--- config.mk ---
export PLATFORM = sky130hd
export DESIGN_NAME = sin_angle_seq
export DESIGN_NICKNAME = d
export VERILOG_FILES = /design/src/rtl/sin_pkg.sv /design/src/rtl/angle_wrap.sv /design/src/rtl/sin_angle_seq.sv
export SDC_FILE = /design/constraint.sdc
export NUM_CORES = 1
export LEC_CHECK = 0
export ABC_AREA = 0
export CORE_ASPECT_RATIO = 1.1
export CORE_MARGIN = 2
export CORE_UTILIZATION = 43
export CTS_CLUSTER_DIAMETER = 30
export DETAILED_ROUTE_END_ITERATION = 8
export SETUP_SLACK_MARGIN = 0.02
export SKIP_CTS_REPAIR_TIMING = 1
export SYNTH_ARGS = -nofsm -noshare
export SYNTH_HDL_FRONTEND = slang
export SYNTH_SLANG_ARGS = --single-unit
--- constraint.sdc ---
create_clock -name clk -period 14.7 [get_ports clk]
set_input_delay 1.47 -clock clk [delete_from_list [all_inputs] [get_ports clk]]
set_output_delay 1.47 -clock clk [all_outputs]
set_load 0.05 [all_outputs]
--- src/rtl/sin_pkg.sv ---
`default_nettype none
// ============================================================================
//  Module      : sin_pkg
//  Description : Shared angle format, PI constants and sequencer state type
//                for the sine approximation datapath.
//  Revision    : 1.0 - initial release
// ============================================================================
package sin_pkg;

    localparam int W    = 27;
    localparam int FRAC = 8;

    // pi * 2^32, rounded; rescaled to FRAC bits with round-to-nearest
    localparam longint PI_Q32  = 64'sd13493037705;
    localparam int     PI      = int'((PI_Q32 + (64'sd1 <<< (31 - FRAC))) >>> (32 - FRAC));
    localparam int     TWO_PI  = 2 * PI;
    localparam int     HALF_PI = PI / 2;

    typedef logic signed [W-1:0] angle_t;

    typedef enum logic [1:0] {
        IDLE   = 2'd0,
        REDUCE = 2'd1,
        RUN    = 2'd2,
        DONE   = 2'd3
    } state_t;

endpackage
`default_nettype wire

--- src/rtl/angle_wrap.sv ---
`default_nettype none
// ============================================================================
//  Module      : angle_wrap
//  Description : (W+1)-bit add with a single +/-TWO_PI correction into [-PI, PI).
//  Revision    : 1.0 - initial release
// ============================================================================
module angle_wrap
    import sin_pkg::*;
(
    input  logic signed [W-1:0] a,
    input  logic signed [W-1:0] b,
    output logic signed [W-1:0] y
);

    localparam logic signed [W:0] C_PI     = (W+1)'(PI);
    localparam logic signed [W:0] C_TWO_PI = (W+1)'(TWO_PI);

    logic signed [W:0] w_sum;
    logic signed [W:0] w_fix;

    always_comb begin
        w_sum = {a[W-1], a} + {b[W-1], b};
        w_fix = w_sum;
        if (w_sum >= C_PI) begin
            w_fix = w_sum - C_TWO_PI;
        end else if (w_sum < -C_PI) begin
            w_fix = w_sum + C_TWO_PI;
        end
    end

    // After one correction the value lies back inside the W-bit range
    assign y = w_fix[W-1:0];

endmodule
`default_nettype wire

--- src/rtl/sin_angle_seq.sv ---
`default_nettype none
// ============================================================================
//  Module      : sin_angle_seq
//  Description : Generates base + k*step angles wrapped into [-PI, PI), plus
//                the PI/2-advanced companion for a cosine sin instance.
//  Revision    : 1.0 - initial release
// ============================================================================
module sin_angle_seq
    import sin_pkg::*;
#(
    parameter int CW = 16
) (
    input  logic                clk,
    input  logic                reset_n,
    input  logic                start,
    input  logic signed [W-1:0] base_angle,
    input  logic signed [W-1:0] step,
    input  logic [CW-1:0]       count,
    input  logic                ready,
    output logic                busy,
    output logic                out_valid,
    output logic signed [W-1:0] sin_angle,
    output logic signed [W-1:0] cos_angle,
    output logic [CW-1:0]       index,
    output logic                done
);

    localparam angle_t C_PI      = W'(PI);
    localparam angle_t C_HALF_PI = W'(HALF_PI);

    state_t        r_state;
    state_t        w_state_next;
    angle_t        r_phase;
    angle_t        r_step;
    logic [CW-1:0] r_count;
    logic [CW-1:0] r_index;
    angle_t        r_sin;
    angle_t        r_cos;

    angle_t        w_phase_b;
    angle_t        w_phase_next;
    angle_t        w_cos_src;
    angle_t        w_cos;
    logic          w_in_range;
    logic          w_last;
    logic          w_advance;

    // REDUCE feeds a zero increment so the same adder performs the correction
    assign w_phase_b  = (r_state == RUN) ? r_step : '0;
    assign w_cos_src  = (r_state == RUN) ? w_phase_next : r_phase;
    assign w_in_range = (r_phase >= -C_PI) && (r_phase < C_PI);
    assign w_last     = (r_index == r_count - 1'b1);
    assign w_advance  = (r_state == RUN) && ready && !w_last;

    angle_wrap u_phase_wrap (
        .a (r_phase),
        .b (w_phase_b),
        .y (w_phase_next)
    );

    angle_wrap u_cos_wrap (
        .a (w_cos_src),
        .b (C_HALF_PI),
        .y (w_cos)
    );

    always_ff @(posedge clk or negedge reset_n) begin
        if (!reset_n) begin
            r_state <= IDLE;
        end else begin
            r_state <= w_state_next;
        end
    end

    always_comb begin
        w_state_next = r_state;
        busy         = 1'b0;
        out_valid    = 1'b0;
        done         = 1'b0;
        case (r_state)
            IDLE: begin
                if (start) w_state_next = REDUCE;
            end
            REDUCE: begin
                busy = 1'b1;
                if (w_in_range) w_state_next = (r_count == '0) ? DONE : RUN;
            end
            RUN: begin
                busy      = 1'b1;
                out_valid = 1'b1;
                if (ready && w_last) w_state_next = DONE;
            end
            DONE: begin
                done         = 1'b1;
                w_state_next = IDLE;
            end
            default: w_state_next = IDLE;
        endcase
    end

    always_ff @(posedge clk or negedge reset_n) begin
        if (!reset_n) begin
            r_phase <= '0;
            r_step  <= '0;
            r_count <= '0;
            r_index <= '0;
            r_sin   <= '0;
            r_cos   <= '0;
        end else begin
            if (r_state == IDLE && start) begin
                r_phase <= base_angle;
                r_step  <= step;
                r_count <= count;
            end else if (r_state == REDUCE) begin
                if (!w_in_range) begin
                    r_phase <= w_phase_next;
                end else if (r_count != '0) begin
                    r_sin   <= r_phase;
                    r_cos   <= w_cos;
                    r_index <= '0;
                end
            end else if (w_advance) begin
                r_phase <= w_phase_next;
                r_sin   <= w_phase_next;
                r_cos   <= w_cos;
                r_index <= r_index + 1'b1;
            end
        end
    end

    assign sin_angle = r_sin;
    assign cos_angle = r_cos;
    assign index     = r_index;

endmodule
`default_nettype wire

==> metrics.cfg <==
[sta]
relSlewSlack_pct = 30.2
max_freq_mhz = 113
setup_viol = 0
finalHoldViolCount = 0
drv_slew = 0
clock_skew_ns = 0.0164
tightest_slew_ns = 1.04
setup_tns_ns = 0
rsz0062_at_grt = false
fin_crit_sh_pct = 60.0
period_minus_slack_ns = 8.82

[logic_synthesis]
ys.flop_type = dfrtp_1
syn_avg_cell_area_um2 = 7.78
ys_async_sr_fraction_pct = 100
synth_cell_type_count = 113
syn_inst = 1663
syn_area_um2 = 12900
ys_ff_latch = 142
synth_edf_count = 0
synth_nets = 1777
synth_warnings = 0
ys_seq_area_share_pct = 27.5

[clocking]
clkSinkCount = 142
numCtsBuffers = 17
cts_tree = yes
root_buffer = clkbuf_16
h-tree-depth = 4
insertion_delay_ns = 0.46
clk_path_buf_depth = 2
clk_pin_slew_ns = 0.06

[global_route]
grt_pass1_wl_um = 73600
grt_max_degree = 91
antenna_found_initial = 0
grt_pass1_vias = 12800
grt_use_total_pct = 30.3
gr-total-overflow = 0

[setup_path]
critPathMaxFanout = 28
required_ns = 15.09
slowest_stage = nor4_4
reg2reg_slack_ns = 5.88
cp_top_family = simple AND/OR/NAND/NOR gates
path_class = register to register
arrival_ns = 9.21
crit_buf_inv = 3
slowest_delay_ns = 0.76
startpoint_type = register
end_kind = register

[run]
maxCapViolations = 0

[final_layout]
diodes = 0
n_fill_cell = 2946
fin_util_pct = 51.5
post_route_cells_drive_above_1_share_pct = 7.07
nets = 1870
area_growth_pct = 17.8

[route]
vias_per_cell = 6.27
vias = 13400
wire_per_inst_um = 21.9
initialDrtViolationCount = 972
routed_wl_um = 46900
ant_nets = 0
firstDrtPassIters = 7
drc = 0

[floorplanning]
num_rows = 66
die_area_um2 = 31500
top_level_ports = 147
core_um2 = 29600
start_util_pct = 43.7
die-width_um = 169
die_y_um = 186

[placement]
gp_congestion = 0.948
port_buffers = 146
hpwlAfterDp_um = 35800

[outcome]
status = completed

[worst_hold_path]
hp-class = register to register

## kinds of logic (layout without fill, tap and decap cells)
logic type / after synthesis / in the layout / share of synthesized area (%)
AO/OA/AOI/OAI: 460 / 460 / 25.8
XOR/XNOR: 80 / 80 / 5.53
adder cells (fa/ha/maj): 40 / 40 / 3.93
buffers and inverters: 116 / 222 / 3.67
flip-flops: 142 / 142 / 27.5
multiplexers: 27 / 27 / 2.15
AND/OR/NAND/NOR: 798 / 798 / 31.4
## final cells by class
cell class                      instances  area, um2  area share (%)
Clock buffer                           21        460            3.02
Clock inverter                         11        133           0.871
Inverter                               28        105           0.690
Sequential cell                       142       3550            23.3
Multi-Input combinational cell       1405       8930            58.6
Tap cell                              374        468            3.07
Timing Repair Buffer                  162       1580            10.4
## flip-flops by register name (all words and copies together) (netlist names)
| signal | flops |
|---|---|
| cos_angle | 27 |
| index | 16 |
| r_count | 16 |
| r_phase | 27 |
| r_state | 2 |
| r_step | 27 |
| sin_angle | 27 |
## cells in the final DEF (no fill, tap or decap), types with 36 or more instances in the layout
cell / instances
a21oi_1: 82
a31oi_1: 36
and2_1: 45
clkdlybuf4s50_1: 145
dfrtp_1: 142
ha_1: 38
nand2_1: 302
nand3_1: 48
nand4_1: 41
nor2_1: 141
nor3_1: 37
o21ai_0: 72
xnor2_1: 43
## stage by stage
stage	std cells	setup slack, ns	cell area [um2]	hold WS, ns
finish	2143	5.88	15200	0.464
global route	2143	5.20	15200	0.484
CTS	2143	6.02	15200	0.470
detailed placement	2111	6.04	14600	0.454
global placement	2111	6.11	14600	0.450
floorplan	1663	5.39	12900	0.437
## synth_stat cells (8+ instances only)
master	n	area share, %
dfrtp_1	142	27
a31oi_1	36	1.7
nor2_1	141	4.1
a211oi_1	15	0.87
nand2_1	303	8.8
nor3_1	38	1.5
xnor2_1	43	2.9
xor2_1	35	2.4
or4_1	10	0.58
o311ai_1	8	0.54
and4_1	13	0.88
or2_2	8	0.39
and2_1	46	2.2
nand4_1	41	2.0
mux2i_1	21	1.6
nand2b_1	11	0.53
o22ai_1	10	0.48
or3_1	23	1.1
ha_1	39	3.8
a21oi_1	83	3.2
a221o_1	19	1.5
a22oi_1	16	0.93
and3_1	19	0.92
inv_1	25	0.73
buf_2	13	0.50
a21o_1	19	1.1
nor2b_1	11	0.53
o21a_1	16	0.93
o21ai_0	72	2.8
nand3_1	48	1.9
a21boi_0	9	0.52
o31ai_1	21	1.2
buf_1	13	0.38
o21ai_1	8	0.31
nor4_1	28	1.4
clkbuf_1	57	1.7
o211ai_1	15	0.87
## path summary, 6_finish.rpt
kind	depth (start not counted)	to	start
min in group asynchronous	1	index[7]	reset_n
max reg2reg	25	cos_angle[14]	r_state[0]
max	25	cos_angle[14]	r_state[0]
min	2	cos_angle[22]	cos_angle[22]
max in group asynchronous	2	r_step[23]	reset_n
min reg2reg	2	cos_angle[22]	cos_angle[22]
## per-layer routing
| layer | part of all wire (%) | routed length [um] | global-route usage, % | up-vias |
|---|---|---|---|---|
| li1 | - | - | - | 6396 |
| met2 | 46 | 21800 | 49.4 | 438 |
| met3 | 4.6 | 2150 | 4.13 | 78 |
| met4 | 3.6 | 1690 | 12.2 | 0 |
| met5 | 0 | 0 | 0 | - |
| met1 | 45 | 21300 | 40.5 | 6515 |
## worst reg2reg max path: cells and delay by family (launching register included)
family,cells,cell delay [ns]
simple gates,9,2.86
fa+ha+maj,3,1.02
buf+inv,3,0.60
compound gates,8,2.85
xor+xnor,2,1.01
flops,1,0.42
Power is left out: the tool's default activity adds up to more than one toggle a clock period on the data nets, which glitch-free logic cannot reach.
